## src/rtl/msg_arbiter_framer_pkg.sv

```systemverilog
// Shared constants for the message arbiter/framer: default parameters, FSM encoding
// and the source-index width helper.
package msg_arbiter_framer_pkg;

  localparam int         NUM_SOURCES_DEF = 4;
  localparam logic [7:0] START_BYTE_DEF  = 8'hAA;
  localparam logic [7:0] CRC_POLY_DEF    = 8'h07;

  localparam logic [2:0] S_IDLE    = 3'd0;
  localparam logic [2:0] S_START   = 3'd1;
  localparam logic [2:0] S_ADDR    = 3'd2;
  localparam logic [2:0] S_LEN     = 3'd3;
  localparam logic [2:0] S_PAYLOAD = 3'd4;
  localparam logic [2:0] S_CRC     = 3'd5;

  // A single source still needs a one-bit index.
  function automatic int src_w(input int n);
    return (n > 1) ? $clog2(n) : 1;
  endfunction

endpackage

```

## src/rtl/msg_arbiter_framer_crc8_byte.sv

```systemverilog
// One-byte CRC-8 step, MSB first, no reflection; shared with the decoder-side checker.
module crc8_byte
  import msg_arbiter_framer_pkg::*;
#(
  parameter logic [7:0] CRC_POLY = CRC_POLY_DEF
) (
  input  logic [7:0] crc_in,
  input  logic [7:0] data,
  output logic [7:0] crc_out
);

  always_comb begin
    crc_out = crc_in ^ data;
    for (int i = 0; i < 8; i++) begin
      crc_out = crc_out[7] ? ((crc_out << 1) ^ CRC_POLY) : (crc_out << 1);
    end
  end

endmodule

```

## src/rtl/msg_arbiter_framer.sv

```systemverilog
// Arbitrates between message sources and emits START/ADDR/LEN/payload/CRC frames
// as an AXI-stream byte flow towards the UART transmitter.
module msg_arbiter_framer
  import msg_arbiter_framer_pkg::*;
#(
  parameter int         NUM_SOURCES = NUM_SOURCES_DEF,
  parameter bit         RR_MODE     = 1'b1,
  parameter logic [7:0] START_BYTE  = START_BYTE_DEF,
  parameter logic [7:0] CRC_POLY    = CRC_POLY_DEF,
  localparam int        SRC_W       = src_w(NUM_SOURCES)
) (
  input  logic                     clk,
  input  logic                     rst,
  input  logic [NUM_SOURCES-1:0]   have_msg_bus,
  input  logic [8*NUM_SOURCES-1:0] len_bus,
  input  logic [8*NUM_SOURCES-1:0] data_bus,
  output logic [NUM_SOURCES-1:0]   rdreq_bus,
  output logic [7:0]               tx_data,
  output logic                     tx_valid,
  input  logic                     tx_ready,
  output logic                     busy,
  output logic [SRC_W-1:0]         cur_src,
  output logic                     frame_done
);

  logic [2:0]       state;
  logic [SRC_W-1:0] rr_ptr;
  logic [SRC_W-1:0] grant_idx;
  logic             grant_any;
  logic [SRC_W:0]   rr_sum;
  logic [7:0]       len_q;
  logic [7:0]       cnt;
  logic [7:0]       crc_q;
  logic [7:0]       crc_next;
  logic [7:0]       addr_byte;
  logic             accept;

  assign tx_valid = (state != S_IDLE);
  assign accept   = tx_valid && tx_ready;

  // Candidates are scanned from lowest to highest priority so the last hit wins.
  always_comb begin
    grant_any = |have_msg_bus;
    grant_idx = '0;
    rr_sum    = '0;
    if (RR_MODE) begin
      for (int k = NUM_SOURCES; k >= 1; k--) begin
        rr_sum = {1'b0, rr_ptr} + (SRC_W+1)'(k);
        if (rr_sum >= (SRC_W+1)'(NUM_SOURCES)) begin
          rr_sum = rr_sum - (SRC_W+1)'(NUM_SOURCES);
        end
        if (have_msg_bus[rr_sum[SRC_W-1:0]]) begin
          grant_idx = rr_sum[SRC_W-1:0];
        end
      end
    end else begin
      for (int i = NUM_SOURCES - 1; i >= 0; i--) begin
        if (have_msg_bus[i]) begin
          grant_idx = SRC_W'(i);
        end
      end
    end
  end

  always_comb begin
    addr_byte = '0;
    addr_byte[SRC_W-1:0] = cur_src;
  end

  always_comb begin
    case (state)
      S_START:   tx_data = START_BYTE;
      S_ADDR:    tx_data = addr_byte;
      S_LEN:     tx_data = len_q;
      S_PAYLOAD: tx_data = data_bus[{cur_src, 3'b000} +: 8];
      S_CRC:     tx_data = crc_q;
      default:   tx_data = 8'h00;
    endcase
  end

  always_comb begin
    rdreq_bus = '0;
    if (state == S_PAYLOAD && tx_ready) begin
      rdreq_bus[cur_src] = 1'b1;
    end
  end

  crc8_byte #(.CRC_POLY(CRC_POLY)) u_crc (
    .crc_in  (crc_q),
    .data    (tx_data),
    .crc_out (crc_next)
  );

  // Frame sequencer: one state per emitted field, advancing only on handshake.
  always_ff @(posedge clk) begin
    if (rst) begin
      state      <= S_IDLE;
      busy       <= 1'b0;
      cur_src    <= '0;
      frame_done <= 1'b0;
      crc_q      <= 8'h00;
      cnt        <= 8'h00;
      rr_ptr     <= SRC_W'(NUM_SOURCES - 1);
    end else begin
      frame_done <= 1'b0;
      case (state)
        S_IDLE: begin
          if (grant_any) begin
            state   <= S_START;
            cur_src <= grant_idx;
            rr_ptr  <= grant_idx;
            busy    <= 1'b1;
            cnt     <= 8'h00;
          end
        end
        S_START: if (accept) state <= S_ADDR;
        S_ADDR: begin
          if (accept) begin
            state <= S_LEN;
            crc_q <= crc_next;
          end
        end
        S_LEN: begin
          if (accept) begin
            crc_q <= crc_next;
            state <= (len_q == 8'h00) ? S_CRC : S_PAYLOAD;
          end
        end
        S_PAYLOAD: begin
          if (accept) begin
            crc_q <= crc_next;
            cnt   <= cnt + 8'h01;
            if (cnt == len_q - 8'h01) state <= S_CRC;
          end
        end
        S_CRC: begin
          if (accept) begin
            state      <= S_IDLE;
            frame_done <= 1'b1;
            busy       <= 1'b0;
            crc_q      <= 8'h00;
          end
        end
        default: state <= S_IDLE;
      endcase
    end
  end

  // Length is datapath: captured at grant, never needs a reset value.
  always_ff @(posedge clk) begin
    if (state == S_IDLE && grant_any) begin
      len_q <= len_bus[{grant_idx, 3'b000} +: 8];
    end
  end

endmodule

```

## config.mk

```make
export PLATFORM = sky130hd
export DESIGN_NAME = msg_arbiter_framer
export DESIGN_NICKNAME = d
export VERILOG_FILES = /design/src/rtl/msg_arbiter_framer_pkg.sv /design/src/rtl/msg_arbiter_framer_crc8_byte.sv /design/src/rtl/msg_arbiter_framer.sv
export SDC_FILE = /design/constraint.sdc
export NUM_CORES = 1
export LEC_CHECK = 0
export CAP_MARGIN = 20
export CORE_MARGIN = 2
export CORE_UTILIZATION = 51
export DETAILED_ROUTE_END_ITERATION = 16
export PLACE_DENSITY_LB_ADDON = 0.05
export RECOVER_POWER = 50
export SETUP_SLACK_MARGIN = 0.3
export SLEW_MARGIN = 10
export SYNTH_ARGS = -nofsm -noshare
export SYNTH_HDL_FRONTEND = slang
export SYNTH_SLANG_ARGS = --single-unit
```

## constraint.sdc

```tcl
create_clock -name clk -period 5.1 [get_ports clk]
set_input_delay 1.53 -clock clk [delete_from_list [all_inputs] [get_ports clk]]
set_output_delay 1.53 -clock clk [all_outputs]
set_load 0.01 [all_outputs]
```

# After elaboration in Yosys (flattened, before gate mapping)
# Index checks and enable logic that the tools add are counted.
[totals]
ff_bits = 33
input_bits = 71
out_inout_bits = 17
elab_cells = 119
[classes]
add_sub_neg = 10
magnitude_cmp = 10
eq_ne = 14
n_shift = 2
n_mux = 47
n_bitwise = 10
n_reduce_logical = 18
[op_table]
columns = ["op", "count"]
rows = [
  ["variable part select 32 x 6 -> 8 bit", 2],
  ["2-to-1 mux 3 bit", 15],
  ["case mux 8 bit (5 select lines)", 1],
  ["2-to-1 mux 8 bit", 4],
  ["case mux 8 bit (2 select lines)", 2],
  ["NOT 3 bit", 8],
  ["case mux 3 bit (6 select lines)", 1],
  ["2-to-1 mux 2 bit", 8],
  ["< comparator 2 x 3 -> 1 bit (second input constant)", 5],
  [">= comparator 3 bit (second input constant)", 4],
  ["inequality test 2 bit (second input constant)", 6],
  ["2-to-1 mux 1 bit", 9],
  ["AND reduction 3 bit", 3],
  ["adder 8 x 1 -> 8 bit (second input constant)", 1],
  ["binary-select mux 1 bit (select 2 bit)", 4],
  ["equality test 8 bit", 1],
  ["zero test 8 bit", 1],
  ["subtractor 2 x 1 -> 2 bit (second input constant)", 4],
  ["subtractor 8 x 1 -> 8 bit (second input constant)", 1],
  ["bitwise XOR 8 bit", 1],
  ["AND reduction 7 bit", 1],
  ["adder 2 x 2 -> 3 bit (second input constant)", 2],
  ["equality test 3 x 2 -> 1 bit (second input constant)", 2],
  ["equality test 3 bit (second input constant)", 2],
  ["17 further kinds", 23],
]

# Depth between registers and ports, before layout
[logic_depth]
word_depth = 21
ltp_mapped = 9
depth_no_buf = 9

# Cells and area by module
# From an unflattened synthesis, not the netlist that was laid out.
[hier_totals]
cells_unflattened = 285
hier_area_um2 = 2571.2
[modules_own_cells]
columns = ["module", "instances", "cells_per_inst", "area_each_um2", "seq_area_each_um2"]
rows = [
  ["msg_arbiter_framer", 1, 265, 2358.5, 740.7],
  ["crc8_byte", 1, 20, 212.7, 0.0],
]

# Least setup slack after synthesis
# OpenSTA, ideal clock, no wires.
[synth_path]
kind = "in2out"
startpoint = "input data_bus[27]"
endpoint = "output tx_data[3]"
arrival_ns = 2.350
required_ns = 3.570
slack_ns = 1.220
path_stages = 3
n_path_buf = 0
path_cell_list = "mux4_2 a22oi_2 inv_2"
[synth_between]
elab_chain_len = 2
[synth_lines]
columns = ["element", "line", "text"]
rows = [
  ["start, declared", "msg_arbiter_framer.sv:16", "input logic [8*NUM_SOURCES-1:0] data_bus,"],
  ["variable part select 32 x 6 -> 8 bit", "msg_arbiter_framer.sv:75", "S_PAYLOAD: tx_data = data_bus[{cur_src, 3'b000} +: 8];"],
  ["case mux 8 bit (5 select lines)", "msg_arbiter_framer.sv:71", "case (state)"],
  ["end, declared", "msg_arbiter_framer.sv:18", "output logic [7:0] tx_data,"],
]
# Every way passes these cells.

# Worst setup path after layout
[layout_path]
startpoint = "input data_bus[2]"
endpoint = "output tx_data[2]"
# Same word-level chain as after synthesis.

==> metrics.cfg <==
[setup_path]
crit_family = buffers and inverters
crit_buf_inv = 2
crit_top_cell = clkdlybuf4s50_1
cp.required_ns = 3.57
start_kind = input pin
path_cells = clkdlybuf4s50_1, mux4_2, mux2i_1, o22ai_1, clkdlybuf4s50_1
crit_slowest_cell = mux4_2
arrival_ns = 3.20
critPathKind = input pin to output port
critPathMaxFanout = 3
cp_slowest_stage_delay_ns = 0.52
cp-end-kind = output port

[synth]
synth_edf_count = 8
synth_warnings = 0
synth-seq-cells = 33
synth_top_area_frac = 0.1854
yosysSeqAreaShare = 0.2743
synth_area_um2 = 2700
synthTopCellsByArea = dfxtp_1 (19%), edfxtp_1 (8.9%), mux4_2 (6.7%)
ys_async_sr_fraction = 0
avgSynthCellArea_um2 = 8.385
synth.distinct_cells = 57
yosys.area.top_type = dfxtp_1
syn_inst = 322
ys.flop_type = dfxtp_1
syn_nets = 396

[floorplanning]
die_w_um = 76.76
start_util = 0.5287
fp.dieArea_um2 = 5892
rows = 26
pin_count = 88
dieHeight_um = 76.76
core_area_um2 = 5107

[place]
io_buffers = 87
dp_hpwl_um = 5670
dp_cells = 465
gp_congestion = 0.8842
dp_slack_ns = 0.2803
dpl-instance-area_um2 = 3611

[timing]
hold_viol = 0
slew_viol_final = 0
slew_headroom = 0.3370
fin_crit_ns = 4.728
setup_tns_ns = 0
layout_setup_ws_ns = 0.3724
rsz0062_at_grt = false
worst_slew_pin_slew_ns = 0.9944
final.period_utilization = 0.9270
fin_skew_ns = 0.004867
setup_viol = 0
timing.fmax_mhz = 211.5

[clock_network]
htree_levels = 2
clk_pin_slew_worst_paths_ns = 0.07
clk_latency_ns = 0.29
cts-root-buf = clkbuf_8
cts_buffer_depth = 2
cts_setup_buffers = 0
cts_tree = done
cts-buffers-inserted = 5
postCtsHoldBufs = 0
cts_sinks = 33

[detailed_routing]
ant_nets = 0
drc = 0
initialDrtViolationCount = 246
first_pass_iters = 4
num_vias = 2715
via_per_inst = 5.740
postRouteWirelength_um = 7492
wl_per_cell_um = 15.84

[finish]
fin_util = 0.7261
drive_gt1_frac = 0.08933
layout.cells.non_filler = 473
nets = 476
fillers = 427
stdcell_area_um2 = 3709
syn_to_final_growth_pct = 37.35
num_antenna_cells = 0

[global_routing]
grt_usage = 0.2644
grt_max_degree = 24
grt_pass1_wl_um = 12360
antenna_found_initial = 0
grt_overflow = 0
grt_pass1_vias = 2550

[job]
max_cap_violations = 0

[hold_path]
worstHoldPathType = register to register

[power]
p_per_area_nw_per_um2 = 302.9
ir_worst_vdd_uv = 164.2
p_leak_nw = 1.363

[outcome]
status = completed

[state kept, by name, indices dropped and copies added, names as in the netlist]
signal and cells:
len_q 8, frame_done 1, rr_ptr 2, cur_src 2, crc_q 8, state 3
cnt 8, busy 1
[placed cells by master, fill, tap and decap left out, types with 5 or more instances in the layout]
master / count
dfxtp_1: 25
nand2b_1: 10
edfxtp_1: 8
o21ai_0: 5
nor3_1: 14
clkdlybuf4s50_1: 79
nand3_1: 7
o21ai_1: 11
nor2_1: 39
xnor2_1: 16
clkbuf_8: 5
dlygate4sd3_1: 6
inv_1: 9
xor2_1: 13
a21oi_1: 21
mux2i_1: 15
mux2_2: 7
mux4_2: 8
o22ai_1: 7
nand2_1: 26
[worst paths after layout]
kind               startpoint    endpoint  slack (ns)  cells after the start
hold / removal       crc_q[5]    crc_q[5]        0.50                      2
hold reg to reg      crc_q[5]    crc_q[5]        0.50                      2
setup / recovery  data_bus[2]  tx_data[2]        0.37                      5
setup reg to reg   cur_src[0]    crc_q[1]        2.03                      7
[layout make-up]
class,count,area (µm²),share of cell area
Inverter,13,48.80,0.01316
Clock buffer,6,72.57,0.01957
Multi-Input combinational cell,258,1827,0.4926
Tap cell,70,87.58,0.02362
Timing Repair Buffer,91,898.4,0.2422
Clock inverter,2,33.78,0.009109
Sequential cell,33,740.7,0.1997
[kinds of logic (layout without fill, tap and decap cells)]
kind of cell               count (synthesis)  count (layout)  synth area share
AOI/OAI and AO/OA                         76              76            0.1951
xor gates and xnor gates                  30              30            0.1033
adders and majority gates                  3               3           0.01390
buffers and inverters                     31             112           0.04680
DFF                                       33              33            0.2743
muxes                                     32              32            0.1599
and+or+nand+nor                          117             117            0.2067
[per-stage QoR]
step,hold WS (ns),power (mW)
2_1_floorplan,0.4406,0.7114
3_3_place_gp,0.4817,0.8704
3_5_place_dp,0.4876,0.8782
4_1_cts,0.4980,1.127
5_1_grt,0.5394,1.188
6_report,0.4995,1.123
[cells in the mapped netlist (10+ instances only)]
library cell	count
a21oi_1	21
xnor2_1	16
xor2_1	13
dfxtp_1	25
nand2_1	26
mux2i_1	15
nor3_1	14
nand2b_1	10
o21ai_1	12
nor2_1	39
clkbuf_1	11
[worst register-to-register path, cell delays in order (launching register included)]
cell and delay [ns]:
dfxtp_1 0.76, mux4_2 0.65, a22o_1 0.22, a211oi_2 0.38, xor3_2 0.39, xor2_1 0.17
and2b_1 0.17, o31a_1 0.23
[timing repair]
| action | CTS | global route |
|---|---|---|
| endpoints found under the setup margin | 1 | 2 |
| pin swaps | 1 | 1 |
| gates resized for setup | 0 | 2 |
[where the power goes]
part / leakage [nW] / internal [mW] / switching (mW) / total, mW
combinational: 1.03 / 0.250 / 0.238 / 0.488
clock: 0.0528 / 0.144 / 0.101 / 0.245
sequential: 0.282 / 0.314 / 0.0763 / 0.390
total: 1.36 / 0.709 / 0.415 / 1.12
[metal layers]
layer	vias up	wire length, µm	global-route usage
li1	1328	-	-
met3	8	657	0.08824
met4	0	102	0.06727
met1	1258	3349	0.3513
met2	121	3383	0.4132
met5	-	0	0
Note: power is estimated with default switching activity, not from simulation.
